## config.mk

```make
export PLATFORM = sky130hd
export DESIGN_NAME = ps2_keyboard_ctrl
export DESIGN_NICKNAME = d
export VERILOG_FILES = /design/src/rtl/ps2_pkg.sv /design/src/rtl/ps2_fifo.sv /design/src/rtl/ps2_keyboard_ctrl.sv
export SDC_FILE = /design/constraint.sdc
export NUM_CORES = 1
export LEC_CHECK = 0
export ABC_AREA = 1
export ABC_CLOCK_PERIOD_IN_PS = 2900
export CAP_MARGIN = 20
export CORE_MARGIN = 1
export CORE_UTILIZATION = 55
export DETAILED_ROUTE_END_ITERATION = 16
export PLACE_DENSITY = 0.74
export SYNTH_ARGS = -nofsm -noshare
export SYNTH_HDL_FRONTEND = slang
export SYNTH_HIERARCHICAL = 1
export SYNTH_SLANG_ARGS = --single-unit
export TNS_END_PERCENT = 10
```

## constraint.sdc

```tcl
create_clock -name CLK -period 2.9 [get_ports CLK]
set_input_delay 0.58 -clock CLK [delete_from_list [all_inputs] [get_ports CLK]]
set_output_delay 0.58 -clock CLK [all_outputs]
set_load 0.02 [all_outputs]
```

## src/rtl/ps2_pkg.sv

```systemverilog
// Shared definitions for the PS/2 keyboard receive path:
// frame FSM states, frame bit levels and payload width.
package ps2_pkg;

    typedef enum logic [1:0] {
        ST_IDLE,
        ST_DATA,
        ST_PARITY,
        ST_STOP
    } ps2_state_t;

    localparam logic PS2_START     = 1'b0;
    localparam logic PS2_STOP      = 1'b1;
    localparam int   PS2_DATA_BITS = 8;

endpackage

```

## src/rtl/ps2_fifo.sv

```systemverilog
// Synchronous first-word-fall-through FIFO for received scancodes.
// Ports: clk/rst, push+din, pop, dout (0 when empty), full, empty, count.
module ps2_fifo #(
    parameter int DEPTH = 8,
    parameter int WIDTH = 8
) (
    input  logic                     clk,
    input  logic                     rst,
    input  logic                     push,
    input  logic                     pop,
    input  logic [WIDTH-1:0]         din,
    output logic [WIDTH-1:0]         dout,
    output logic                     full,
    output logic                     empty,
    output logic [$clog2(DEPTH):0]   count
);

    localparam int AW = $clog2(DEPTH);

    logic [WIDTH-1:0] mem [DEPTH];
    logic [AW-1:0]    wr_ptr;
    logic [AW-1:0]    rd_ptr;
    logic             do_push;
    logic             do_pop;

    assign full  = (count == (AW+1)'(DEPTH));
    assign empty = (count == '0);
    assign dout  = empty ? '0 : mem[rd_ptr];

    // A push into a full FIFO is still accepted when a pop frees a slot
    // in the same cycle.
    assign do_pop  = pop & ~empty;
    assign do_push = push & (~full | do_pop);

    always_ff @(posedge clk or posedge rst) begin
        if (rst) begin
            wr_ptr <= '0;
            rd_ptr <= '0;
            count  <= '0;
        end else begin
            if (do_push) wr_ptr <= wr_ptr + 1'b1;
            if (do_pop)  rd_ptr <= rd_ptr + 1'b1;
            unique case ({do_push, do_pop})
                2'b10:   count <= count + 1'b1;
                2'b01:   count <= count - 1'b1;
                default: count <= count;
            endcase
        end
    end

    always_ff @(posedge clk) begin
        if (do_push) mem[wr_ptr] <= din;
    end

endmodule

```

## src/rtl/ps2_keyboard_ctrl.sv

```systemverilog
// PS/2 keyboard receiver: sync + glitch filter, 11-bit frame FSM, scancode FIFO.
// Ports: CLK, reset, keyboard_clock/data (raw pins), rd_en/rd_data/rd_valid/
// fifo_count (CPU pop side), frame_err pulse, overflow (sticky), clr_status.
module ps2_keyboard_ctrl #(
    parameter int FIFO_DEPTH     = 8,
    parameter int FILTER_LEN     = 4,
    parameter int TIMEOUT_CYCLES = 32000
) (
    input  logic                          CLK,
    input  logic                          reset,
    input  logic                          keyboard_clock,
    input  logic                          keyboard_data,
    input  logic                          rd_en,
    output logic [7:0]                    rd_data,
    output logic                          rd_valid,
    output logic [$clog2(FIFO_DEPTH):0]   fifo_count,
    output logic                          frame_err,
    output logic                          overflow,
    input  logic                          clr_status
);

    import ps2_pkg::*;

    localparam int FW = $clog2(FILTER_LEN + 1);
    localparam int TW = $clog2(TIMEOUT_CYCLES + 1);
    localparam int BW = $clog2(PS2_DATA_BITS);

    logic          clk_s1, clk_s2;
    logic          dat_s1, dat_s2;
    logic          filt_clk;
    logic [FW-1:0] flt_cnt;
    logic          fall_stb;

    ps2_state_t    state;
    logic [BW-1:0] bit_cnt;
    logic [7:0]    shift;
    logic          par_bit;
    logic [TW-1:0] to_cnt;

    logic          ok_par;
    logic          stop_ok;
    logic          push;
    logic          timeout_hit;
    logic          fifo_full;
    logic          fifo_empty;
    logic          ovf_set;

    // Sync and filter state idle high so reset never looks like an edge.
    always_ff @(posedge CLK or posedge reset) begin
        if (reset) begin
            clk_s1   <= 1'b1;
            clk_s2   <= 1'b1;
            dat_s1   <= 1'b1;
            dat_s2   <= 1'b1;
            filt_clk <= 1'b1;
            flt_cnt  <= '0;
            fall_stb <= 1'b0;
        end else begin
            clk_s1   <= keyboard_clock;
            clk_s2   <= clk_s1;
            dat_s1   <= keyboard_data;
            dat_s2   <= dat_s1;
            fall_stb <= 1'b0;
            if (clk_s2 == filt_clk) begin
                flt_cnt <= '0;
            end else if (flt_cnt == FW'(FILTER_LEN - 1)) begin
                // FILTER_LEN-th consecutive differing sample: accept it.
                filt_clk <= clk_s2;
                flt_cnt  <= '0;
                fall_stb <= ~clk_s2;
            end else begin
                flt_cnt <= flt_cnt + 1'b1;
            end
        end
    end

    assign ok_par  = ^{shift, par_bit};
    assign stop_ok = (dat_s2 == PS2_STOP);
    assign push    = fall_stb && (state == ST_STOP) && ok_par && stop_ok;

    // A falling edge on the same cycle as expiry keeps the frame alive.
    assign timeout_hit = (state != ST_IDLE) && !fall_stb &&
                         (to_cnt == TW'(TIMEOUT_CYCLES - 1));

    always_ff @(posedge CLK or posedge reset) begin
        if (reset) begin
            state     <= ST_IDLE;
            bit_cnt   <= '0;
            shift     <= '0;
            par_bit   <= 1'b0;
            to_cnt    <= '0;
            frame_err <= 1'b0;
        end else begin
            frame_err <= 1'b0;
            if (timeout_hit) begin
                state     <= ST_IDLE;
                bit_cnt   <= '0;
                shift     <= '0;
                to_cnt    <= '0;
                frame_err <= 1'b1;
            end else if (fall_stb) begin
                to_cnt <= '0;
                unique case (state)
                    ST_IDLE: begin
                        if (dat_s2 == PS2_START) begin
                            state   <= ST_DATA;
                            bit_cnt <= '0;
                        end
                    end
                    ST_DATA: begin
                        shift   <= {dat_s2, shift[7:1]};
                        bit_cnt <= bit_cnt + 1'b1;
                        if (bit_cnt == BW'(PS2_DATA_BITS - 1)) begin
                            state <= ST_PARITY;
                        end
                    end
                    ST_PARITY: begin
                        par_bit <= dat_s2;
                        state   <= ST_STOP;
                    end
                    ST_STOP: begin
                        if (!(ok_par && stop_ok)) frame_err <= 1'b1;
                        state <= ST_IDLE;
                    end
                endcase
            end else if (state != ST_IDLE) begin
                to_cnt <= to_cnt + 1'b1;
            end
        end
    end

    ps2_fifo #(
        .DEPTH (FIFO_DEPTH),
        .WIDTH (8)
    ) u_fifo (
        .clk   (CLK),
        .rst   (reset),
        .push  (push),
        .pop   (rd_en),
        .din   (shift),
        .dout  (rd_data),
        .full  (fifo_full),
        .empty (fifo_empty),
        .count (fifo_count)
    );

    assign rd_valid = ~fifo_empty;
    assign ovf_set  = push && fifo_full && !(rd_en && !fifo_empty);

    always_ff @(posedge CLK or posedge reset) begin
        if (reset) begin
            overflow <= 1'b0;
        end else if (ovf_set) begin
            overflow <= 1'b1;
        end else if (clr_status) begin
            overflow <= 1'b0;
        end
    end

endmodule

```

==> summary.txt <==
status -> complete, no violations
CP endpoint kind -> primary output
root buf cell -> clkbuf_8
fmax -> 0.373 GHz
routed wire length -> 10,800 um
syn_area_per_cell -> 10.1 sq um
pwr/cell area -> 920 mW/mm^2
CP max FO -> 10
diode count -> 0
P_int -> 0.00389 W
gpl congestion -> 0.770
Post-synth EDFFs -> 64
number of fillers in the final layout -> 716
Yosys top cell by area -> edfxtp_1
total track usage -> 0.241
critical-path cell list -> inv_4, buf_4, o21ai_0, o21ai_0, o21ai_0, nor2_1, dlygate4sd2_1
RSZ-0062 raised after global routing -> false
leak pwr -> 2.65 nW
slowest cell delay on critical path -> 490 ps
initial antenna violation count -> 0
largest family of logic cells by synthesized area -> simple AND/OR/NAND/NOR gates
Ys Warns -> 6
Worst Setup Start Kind -> flop
synthesized area -> 0.00531 sq mm
largest delay contributor family on the critical path -> buffers and inverters
Worst Slack Setup Final -> 216 ps
clk_lat worst skew -> 520 ps
register area share after synthesis -> 0.598
I/O Pins -> 21
Worst-Margin Slew -> 509 ps
CP arrival -> 2100 ps
Synth Area in Adders -> 0.0320
synthesized net count -> 543
Die ar. -> 0.0101 sq mm
vias per inst -> 5.30
net load switching power -> 0.00195 W
critical path class -> flop to primary output
Hold Path Class -> flop to flop
TritonCTS Buffers -> 17
Port Buffers -> 20
Compound-Gate Fraction of Synth Area -> 0.0867
first-pass GRT wire length -> 17,900 um
Post-CTS Setup Inserts -> 0
CP most frequent cell -> o21ai_0
synth unique cells -> 45
peak supply drop -> 0.000493 V
1st-iter DRT viols -> 234
die width -> 100 um
simple-gate share of the synthesized area -> 0.213
synth top area cells -> edfxtp_1, dfrtp_1, nor2_1
relative slew slack -> 0.660
CTS tree -> built
number of remaining DRC errors -> 0
fin. max-slew vios -> 0
largest net degree at the start of global routing -> 41
FFs w/ async S/R, synth -> 0.439
Synth top area share -> 0.362
CTS H-tree depth -> 4
vias in the first global route -> 3,703
Comb pwr share -> 0.294
mux contribution to synthesized area -> 0.00212
layout cells sized above 1 -> 0.161
Pwr Total -> 0.00584 W
# hold bufs at CTS -> 0
core area -> 0.00928 sq mm
clock sink count -> 114
max_cap viols -> 0
Post-Synth XOR/XNOR Area -> 0.0198
clk_skew -> 5.39 ps
HPWL Detailed -> 7010 um
worst hold margin -> 358 ps
clock power share -> 0.361
initial core utilization -> 0.572
Mapped Cells -> 524
Reg clk slew, reported paths -> 60 ps
Critical Path RT -> 2320 ps
Final ANT Viol Nets -> 0
leading cell type by number of instances after synthesis -> nor2_1
Worst path slowest cell -> dfrtp_2
Placement Rows -> 35
first-pass iteration count of the detailed router -> 4
Synth top cells by count -> nor2_1, nand2_1, edfxtp_1
Final Hold Fails -> 0
final setup TNS -> 0 ps
Setup Slack @ Placement -> 232 ps
min Tclk post-route -> 2680 ps
clock tree buffer depth -> 2
Setup violations, final -> 0
Seq cells post-synth -> 114
Remaining Overflow, GRT -> 0
top_reg_cell synth -> edfxtp_1
Die H -> 100 um
area grow syn2layout -> 19.5%
Vias -> 3,753
WL/cell -> 15.3 um
final net count -> 585
Buf+Inv Stages, Crit Path -> 3
Sw Ratio -> 0.334
period utilisation layout -> 0.925
part of the power in registers -> 0.345
==> routing by layer <==
| metal | GRT usage | routed length, um | vias up |
|---|---|---|---|
| met5 | 0 | 0 | - |
| met4 | 0.103 | 189 | 0 |
| li1 | - | - | 1856 |
| met3 | 0.0592 | 447 | 14 |
| met2 | 0.416 | 5520 | 85 |
| met1 | 0.288 | 4640 | 1798 |
==> kinds of logic (layout without fill, tap and decap cells) <==
family,Yosys count,after routing
muxes,1,1
adders and majority gates,13,13
and+or+nand+nor,240,240
xor gates and xnor gates,12,12
buffers and inverters,59,114
DFF,114,114
AOI/OAI and AO/OA,85,85
==> worst paths after layout <==
path	startpoint	end	slack [ps]	cells after the start
min in group asynchronous	reset	u_fifo/count[3]	380	2
setup reg to reg	shift[2]	u_fifo/count[3]	320	21
setup / recovery	u_fifo/rd_ptr[0]	rd_data[0]	220	7
hold / removal	dat_s1	dat_s2	360	0
hold reg to reg	dat_s1	dat_s2	360	0
max in group asynchronous	reset	shift[1]	2000	3
==> cell type report <==
type	instances	area [sq um]	area share
Clock inverter	14	186	0.0294
Timing Repair Buffer	37	342	0.0538
Clock buffer	18	418	0.0658
Tap cell	129	161	0.0254
Inverter	45	176	0.0278
Sequential cell	114	3190	0.502
Multi-Input combinational cell	351	1880	0.296
==> timing repair <==
item / in CTS / in global routing
setup endpoints to repair: 8 / 3
endpoints found under the hold margin: 0 / 0
gates resized for setup: 10 / 9
==> cell usage in the layout, fill, tap and decap left out, types with 2 or more instances in the layout <==
master           instances
buf_4                   14
a21oi_1                  8
clkinv_1                 2
xnor2_1                  4
dlygate4sd2_1            7
nand3_1                 20
ha_1                    12
nand2_2                  5
nand2_1                 80
nor2_4                   2
clkinv_2                 2
inv_1                   40
inv_4                    3
o21ai_2                  2
inv_6                    2
edfxtp_1                64
clkdlybuf4s50_1         12
nor2_2                   3
nand2_4                  2
clkinvlp_4               3
dfstp_2                  5
o21ai_0                 34
dfrtp_1                 37
xor2_1                   8
nand4_1                  8
nor3b_1                  2
buf_6                    2
nor2_1                  94
inv_2                    2
nor3_1                  11
dfrtp_2                  8
nand3_2                  5
o21ai_1                 35
bufinv_16                4
clkbuf_16               16
==> power by group through the flow <==
stage | clock (W) | sequential [W] | combinational (W)
5_1_grt | 0.00221 | 0.00204 | 0.00193
6_report | 0.00211 | 0.00201 | 0.00172
2_1_floorplan | 0 | 0.00201 | 0.00119
3_5_place_dp | 0 | 0.00204 | 0.00175
4_1_cts | 0.00214 | 0.00201 | 0.00172
3_3_place_gp | 0 | 0.00203 | 0.00170
==> sequential cells by signal (all words and copies together) (netlist names) <==
| name | count |
|---|---|
| u_fifo/mem | 64 |
| overflow | 1 |
| bit_cnt | 3 |
| filt_clk | 1 |
| u_fifo/count | 4 |
| fall_stb | 1 |
| u_fifo/rd_ptr | 3 |
| dat_s1 | 1 |
| u_fifo/wr_ptr | 3 |
| clk_s2 | 1 |
| clk_s1 | 1 |
| shift | 8 |
| to_cnt | 15 |
| par_bit | 1 |
| flt_cnt | 3 |
| state | 2 |
| dat_s2 | 1 |
| frame_err | 1 |
==> worst reg2reg max path: cells and delay by family, from the launching register on <==
kind | cells | cell delay, ps
AND/OR/NAND/NOR | 16 | 1340
flip-flops | 1 | 470
adder cells (fa/ha/maj) | 1 | 270
buffers and inverters | 3 | 250
AO/OA/AOI/OAI | 1 | 130
==> stage by stage <==
| step | utilization | instances | area, sq um |
|---|---|---|---|
| CTS | 0.682 | 708 | 6330 |
| global placement | 0.617 | 676 | 5730 |
| global route | 0.684 | 708 | 6350 |
| finish | 0.684 | 708 | 6350 |
| detailed placement | 0.617 | 676 | 5730 |
| floorplan | - | 524 | 5310 |
Note: power is estimated with default switching activity, not from simulation.
